<file path="src/rtl/mips_mem_pkg.sv">
// Shared encodings for the unified-memory arbiter.
package mips_mem_pkg;

    typedef enum logic {
        ARB_BOOT = 1'b0,
        ARB_RUN  = 1'b1
    } arb_state_t;

    typedef enum logic [1:0] {
        OWN_NONE = 2'd0,
        OWN_CPU  = 2'd1,
        OWN_LD   = 2'd2
    } owner_t;

endpackage

</file>
<file path="src/rtl/arb_burst_counter.sv">
// Saturating count of consecutive CPU grants taken while the loader waits.
module arb_burst_counter #(
    parameter int unsigned MAX_CPU_BURST = 4
) (
    input  logic clk,
    input  logic reset,
    input  logic inc,
    input  logic clr,
    output logic at_max
);

    localparam int unsigned CNT_W = $clog2(MAX_CPU_BURST + 1);

    logic [CNT_W-1:0] cnt;

    assign at_max = (cnt == CNT_W'(MAX_CPU_BURST));

    // Clear wins over increment; increment stops at the limit.
    always_ff @(posedge clk) begin
        if (reset || clr) begin
            cnt <= '0;
        end else if (inc && !at_max) begin
            cnt <= cnt + CNT_W'(1);
        end
    end

endmodule

</file>
<file path="src/rtl/mem_port_arbiter.sv">
// Shares the unified memory between the datapath and the program loader:
// loader-only boot phase, then per-cycle CPU-priority arbitration with
// bounded loader starvation.
module mem_port_arbiter
    import mips_mem_pkg::*;
#(
    parameter int ADDR_W        = 32,
    parameter int DATA_W        = 32,
    parameter int MAX_CPU_BURST = 4
) (
    input  logic              clk,
    input  logic              reset,
    input  logic [ADDR_W-1:0] cpu_addr,
    input  logic [DATA_W-1:0] cpu_wdata,
    input  logic              cpu_rd,
    input  logic              cpu_wr,
    output logic [DATA_W-1:0] cpu_rdata,
    output logic              cpu_stall,
    output logic              cpu_run,
    input  logic              ld_req,
    input  logic              ld_we,
    input  logic [ADDR_W-1:0] ld_addr,
    input  logic [DATA_W-1:0] ld_wdata,
    input  logic              ld_boot_done,
    output logic              ld_gnt,
    output logic [DATA_W-1:0] ld_rdata,
    output logic              ld_rvalid,
    output logic [ADDR_W-1:0] mem_addr,
    output logic [DATA_W-1:0] mem_wdata,
    output logic              mem_rd,
    output logic              mem_wr,
    input  logic [DATA_W-1:0] mem_rdata
);

    arb_state_t state, state_nxt;
    owner_t     owner;
    logic       cpu_req;
    logic       at_max;

    assign cpu_req   = cpu_rd | cpu_wr;
    assign cpu_run   = (state == ARB_RUN);
    assign ld_gnt    = (owner == OWN_LD);
    assign cpu_stall = cpu_req & (owner != OWN_CPU);
    assign cpu_rdata = mem_rdata;

    // State register; reset returns to BOOT even mid-access.
    always_ff @(posedge clk) begin
        if (reset) begin
            state <= ARB_BOOT;
        end else begin
            state <= state_nxt;
        end
    end

    // Boot completes once; ld_boot_done is ignored in RUN.
    always_comb begin
        state_nxt = state;
        if (state == ARB_BOOT && ld_boot_done) begin
            state_nxt = ARB_RUN;
        end
    end

    // Grant decision: loader only in BOOT, CPU priority with burst limit in RUN.
    always_comb begin
        owner = OWN_NONE;
        if (state == ARB_BOOT) begin
            if (ld_req) owner = OWN_LD;
        end else if (cpu_req && ld_req) begin
            owner = at_max ? OWN_LD : OWN_CPU;
        end else if (cpu_req) begin
            owner = OWN_CPU;
        end else if (ld_req) begin
            owner = OWN_LD;
        end
    end

    // Memory port mux; idle port is driven to all zeros.
    always_comb begin
        mem_addr  = '0;
        mem_wdata = '0;
        mem_rd    = 1'b0;
        mem_wr    = 1'b0;
        case (owner)
            OWN_CPU: begin
                mem_addr  = cpu_addr;
                mem_wdata = cpu_wdata;
                mem_rd    = cpu_rd;
                mem_wr    = cpu_wr;
            end
            OWN_LD: begin
                mem_addr  = ld_addr;
                mem_wdata = ld_wdata;
                mem_rd    = ~ld_we;
                mem_wr    = ld_we;
            end
            default: ;
        endcase
    end

    arb_burst_counter #(
        .MAX_CPU_BURST(MAX_CPU_BURST)
    ) u_burst (
        .clk    (clk),
        .reset  (reset),
        .inc    ((owner == OWN_CPU) && ld_req),
        .clr    ((owner == OWN_LD) || !ld_req),
        .at_max (at_max)
    );

    // Loader read data is registered and presented for one cycle.
    always_ff @(posedge clk) begin
        if (reset) begin
            ld_rvalid <= 1'b0;
            ld_rdata  <= '0;
        end else begin
            ld_rvalid <= (owner == OWN_LD) && !ld_we;
            if ((owner == OWN_LD) && !ld_we) begin
                ld_rdata <= mem_rdata;
            end
        end
    end

endmodule

</file>
<file path="config.mk">
export PLATFORM = sky130hd
export DESIGN_NAME = mem_port_arbiter
export DESIGN_NICKNAME = d
export VERILOG_FILES = /design/src/rtl/mips_mem_pkg.sv /design/src/rtl/arb_burst_counter.sv /design/src/rtl/mem_port_arbiter.sv
export SDC_FILE = /design/constraint.sdc
export NUM_CORES = 1
export LEC_CHECK = 0
export ABC_AREA = 1
export CAP_MARGIN = 20
export CORE_AREA = 2 2 117 119
export DETAILED_ROUTE_END_ITERATION = 16
export DIE_AREA = 0 0 119 121
export PLACE_DENSITY = 0.67
export SKIP_CTS_REPAIR_TIMING = 1
export SLEW_MARGIN = 40
export SYNTH_ARGS = -nofsm -noshare
export SYNTH_HDL_FRONTEND = slang
export SYNTH_SLANG_ARGS = --single-unit
</file>
<file path="constraint.sdc">
create_clock -name clk -period 2.4 [get_ports clk]
set_input_delay 0.36 -clock clk [delete_from_list [all_inputs] [get_ports clk]]
set_output_delay 0.36 -clock clk [all_outputs]
set_load 0.03 [all_outputs]
</file>
### Word level (Yosys, flattened, before mapping)

Index checks and enable logic that the tools add are counted.
W data, S select, Z words.

* $add $sub $neg: 1
* equality and inequality tests: 4
* mux-type cells: 9
* bitwise operators: 4
* reduce and logical (&&, ||, !) cells: 10

Operators by type and width (number)
* $pmux W32 S2: 2
* $mux W2: 5
* $logic_and A1 B1 Y1: 5
* $pmux W1 S2: 2
* $add A3 B1 Y3 const B: 1
* $eq A3 B3 Y1 const B: 1
* $logic_not A1 Y1: 3
* $eq A2 B1 Y1 const B: 1
* $eq A2 B2 Y1 const B: 1
* $logic_or A1 B1 Y1: 2
* $ne A2 B1 Y1 const B: 1
* $not A1 Y1: 2
* $and A1 B1 Y1: 1
* $or A1 B1 Y1: 1

* flip-flop bits (word level): 37
* input port bits: 167

### Depth between registers and ports, before layout

* depth after elaboration: 7
* depth in mapped cells: 14
* mapped depth without buffers: 13

### By module

A second synthesis with hierarchy kept.

* cells, all modules: 447
* area, all modules: 2866.5 sq um

By module, submodules not included
* mem_port_arbiter: instances 1, cells each 420, area an instance 2691.3 sq um
* arb_burst_counter: instances 1, cells each 27, area an instance 175.2 sq um

### Least setup slack after synthesis

No wires, ideal clock.

* path kind: flip-flop to output port
* start point: reg u_burst.cnt[0]
* end point: out mem_addr[18]
* data arrival time: 2263 ps
* required time: 2040 ps
* setup slack: -223 ps
* cell stages (with the launch flop): 12
* path buffers: 3
* cells stage by stage: dfxtp_1 -> inv_1 -> ha_1 -> nand2_2 -> nand3_4 -> buf_6 -> nand2_2 -> inv_1 -> ha_1 -> buf_2 -> clkbuf_1 -> a21oi_1

* cells in the longest elaborated chain, start to end: 6

Ends and longest elaborated chain
* start, declared: line arb_burst_counter.sv:14 `logic [CNT_W-1:0] cnt;`
* start signal, assigned: line arb_burst_counter.sv:23 `cnt <= cnt + CNT_W'(1);`
* $eq A3 B3 Y1 (*): line arb_burst_counter.sv:16 `assign at_max = (cnt == CNT_W'(MAX_CPU_BURST));`
* $mux W2 (*): line mem_port_arbiter.sv:69 `owner = at_max ? OWN_LD : OWN_CPU;`
* $mux W2 (*): line mem_port_arbiter.sv:68 `end else if (cpu_req && ld_req) begin`
* $mux W2 (*): line mem_port_arbiter.sv:66 `if (state == ARB_BOOT) begin`
* $eq A2 B2 Y1 or $eq A2 B1 Y1 (tied branches): line mem_port_arbiter.sv:83 `case (owner)`
* $pmux W32 S2 (*): line mem_port_arbiter.sv:83
* end, declared: line mem_port_arbiter.sv:28 `output logic [ADDR_W-1:0] mem_addr,`

Every way passes the cells marked *; elsewhere a longest branch is shown, timed or not.

### Worst setup path in the final report

* start point: reg u_burst.cnt[0]
* end point: out mem_wdata[11]

* cells in the longest elaborated chain, start to end: 6

Ends and longest elaborated chain
* $eq A3 B3 Y1 (*): line arb_burst_counter.sv:16
* $mux W2 (*): line mem_port_arbiter.sv:69
* $mux W2 (*): line mem_port_arbiter.sv:68
* $mux W2 (*): line mem_port_arbiter.sv:66
* $eq A2 B2 Y1 or $eq A2 B1 Y1 (tied branches): line mem_port_arbiter.sv:83
* $pmux W32 S2 (*): line mem_port_arbiter.sv:83
* end, declared: line mem_port_arbiter.sv:29 `output logic [DATA_W-1:0] mem_wdata,`

Marked as above.

==> impl_metrics.csv <==
group,metric,value,unit
status,outcome,"finished with violations",
status,violations,"setup timing",
flow_run,timing.max_cap.violations,0,
placed_design,detailedPlacementHpwl,10300,um
sta,timing.slew.headroom,0.718,
floorplan,ios,301,
power,static-leakage-power,2.59,nW
global_routing,pin_count_of_the_biggest_net_entering_global_routing,66,
worst_setup_path,rr_startpoint,"u_burst.cnt[0]",
sta,min_period_over_period,1.00,
sta,setup_viol_count_final,1,
worst_setup_path,critPathMaxFanout,8,
worst_setup_path,timing.critical_path.to_type,"primary output",
detailed_routing,firstDrtPassIters,4,
synth,post_synth.cell_area_avg,6.27,sq um
sta,finClkSkew,3.04,ps
cts,root_buffer,"clkbuf_16",
placed_design,placement.cell_area,6240,sq um
floorplan,rows,42,
cts,tritoncts,"done",
worst_setup_path,critPathMaxStageDelay,350,ps
detailed_routing,drtAntennaViolNets,0,
power,total_power,2.93,mW
min_path,worstHoldPathType,"flop to flop",
cts,numCtsBuffers,5,
synth,edff_count_synth,0,
power,power_per_cell_area,421,nW/um^2
synth,yosys-top-cells-area,"dfxtp_1 27%, a21oi_1 12%, nand2_1 10%",
cts,htree_num_levels,2,
floorplan,die_height,121,um
worst_setup_path,cp-startpoint,"u_burst.cnt[0]",
sta,setup-tns-final,-0.0306,ps
global_routing,grt_antenna_before_repair,0,
synth,post-synth-top-area-cell,"dfxtp_1",
global_routing,grt_pass1_wl,20700,um
sta,achievable-frequency,417,MHz
synth,yosys_register_bits,37,
global_routing,grt_usage,0.175,
synth,synthFlopType,"dfxtp_1",
synth,synthDominantCellAreaShare,0.267,
cts,cts.sink_count,37,
detailed_routing,vias_cell,4.56,
min_path,hold_path_startpoint,"u_burst.cnt[0]",
worst_setup_path,critPathRequiredTime,2040,ps
worst_setup_path,cp_slowest_cell,"dfxtp_2",
synth,netlist_instances,442,
synth,ys_types,20,
detailed_routing,detailroute.via_count,4051,
layout,number_of_diodes_added_for_antenna_fixing,0,
worst_setup_path,crit_arrival,2040,ps
synth,yosys_warnings,0,
layout,area_growth,151,%
synth,synth_seq_area_share,0.267,
sta,rsz0062_at_grt,"true",
detailed_routing,wire_per_inst,16.2,um
floorplan,die_width,119,um
sta,hold_violations,0,
floorplan,die-area,14400,sq um
worst_setup_path,critPathLaunchType,"flop",
floorplan,initial_utilization,0.212,
cts,cts-root-to-sink-buffers,2,
sta,finalMaxSlewViolations,0,
detailed_routing,initialDrtViolationCount,144,
detailed_routing,remaining_drc_errors,0,
sta,worstMarginPinSlew,424,ps
placed_design,final_wtd_congestion,0.837,
layout,drive_gt1_frac,0.287,
layout,final_cell_area,6970,sq um
sta,setup_slack,-0.0306,ps
worst_setup_path,critical_path_class,"flop to primary output",
global_routing,grt_overflow_total,0,
synth,proportion_of_register_bits_with_asynchronous_set_or_reset_after_synthesis,0,
worst_setup_path,timing.critical_path.cells,"inv_2 -> ha_4 -> nand2_4 -> inv_2 -> nand2_2 -> nand2_2 -> buf_6 -> ha_4 -> buf_12 -> clkbuf_16 -> a21oi_4 -> buf_12",
power,max-vdd-ir-drop,0.472,mV
global_routing,via_count_of_the_first_global_routing_pass,4103,
placed_design,numPortBuffers,300,
layout,layout_common_cells,"229 x clkdlybuf4s50_1, 70 x nor2_1, 69 x nand2_1, 57 x nand3_1",
layout,net_count_reported_at_finish,882,
layout,final_common_cell,"clkdlybuf4s50_1",
cts,worst_skew_pair.late_latency,280,ps
synth,synth_fp_nets,613,
detailed_routing,routed_wirelength,14300,um
floorplan,core_area,13100,sq um
sta,post-route-min-period,2400,ps
synth,synthesis.area,2770,sq um
cts,worst_setup_hold_path_clk_slew,50,ps
-- synth_stat cells, types with 2 or more instances --
cell type and number:
nor2_1 71, o21ai_0 27, o21ai_1 5, clkbuf_1 9, buf_4 35, nand2_2 2, nand3_1 57, ha_1 4
nand3_2 9, dfxtp_1 37, inv_2 2, inv_1 12, nand2_1 77, a21oi_1 69, buf_6 5, buf_2 17
-- power by group --
part           switching, mW  leakage, nW  internal [mW]  total [mW]
Clock                  0.240       0.0799          0.439       0.679
Sequential            0.0193        0.304          0.652       0.671
Combinational          0.819         2.20          0.765        1.58
Total                   1.08         2.59           1.86        2.93
-- stage by stage --
| stage | worst slack, ps | util | cells | hold WS [ps] |
|---|---|---|---|---|
| 6_report | -0.0306 | 0.532 | 888 | 485 |
| 3_5_place_dp | -85.5 | 0.477 | 869 | 486 |
| 3_3_place_gp | -42.1 | 0.477 | 869 | 465 |
| 4_1_cts | -168 | 0.489 | 877 | 494 |
| 2_1_floorplan | -118 | - | 442 | 432 |
| 5_1_grt | -94.3 | 0.532 | 888 | 511 |
-- cell families (layout without fill, tap and decap cells) --
group / count (synthesis) / in the layout / synth area share
AO/OA/AOI/OAI: 101 / 101 / 0.182
AND/OR/NAND/NOR: 218 / 218 / 0.351
adder cells (fa/ha/maj): 4 / 4 / 0.0181
buffers and inverters: 82 / 352 / 0.181
flip-flops: 37 / 37 / 0.267
-- flip-flops by register name (all words and copies together), names as in the netlist --
register     cells
ld_rdata        32
u_burst.cnt      3
cpu_run          1
ld_rvalid        1
-- worst max-delay path: cells and delay by family (launching register included) --
family	cells	cell delay, ps
buf+inv	6	660
compound gates	1	140
fa+ha+maj	2	400
flops	1	350
simple gates	3	210
-- worst paths after layout --
kind	slack [ps]	to	depth (start not counted)
setup / recovery	-0.03	mem_wdata[11]	12
hold / removal	480	u_burst.cnt[0]	2
setup reg to reg	400	u_burst.cnt[1]	14
hold reg to reg	480	u_burst.cnt[0]	2
-- cell type report --
cell class	count	area [sq um]
fillers	1153	6120
repair buffers	330	3580
multi-input cells	323	2220
flip-flops and latches	37	743
well taps	176	220
clock buffers	7	153
inverters	14	52.6
clock inverters	1	5.00
-- layer usage --
metal / track usage / wire length, um / share of wire
met5: 0 / 0 / 0
met3: 0.0555 / 1160 / 0.081
met2: 0.311 / 7460 / 0.52
met1: 0.205 / 5570 / 0.39
met4: 0.0417 / 143 / 0.010
Power figures use the tool's default switching activity.
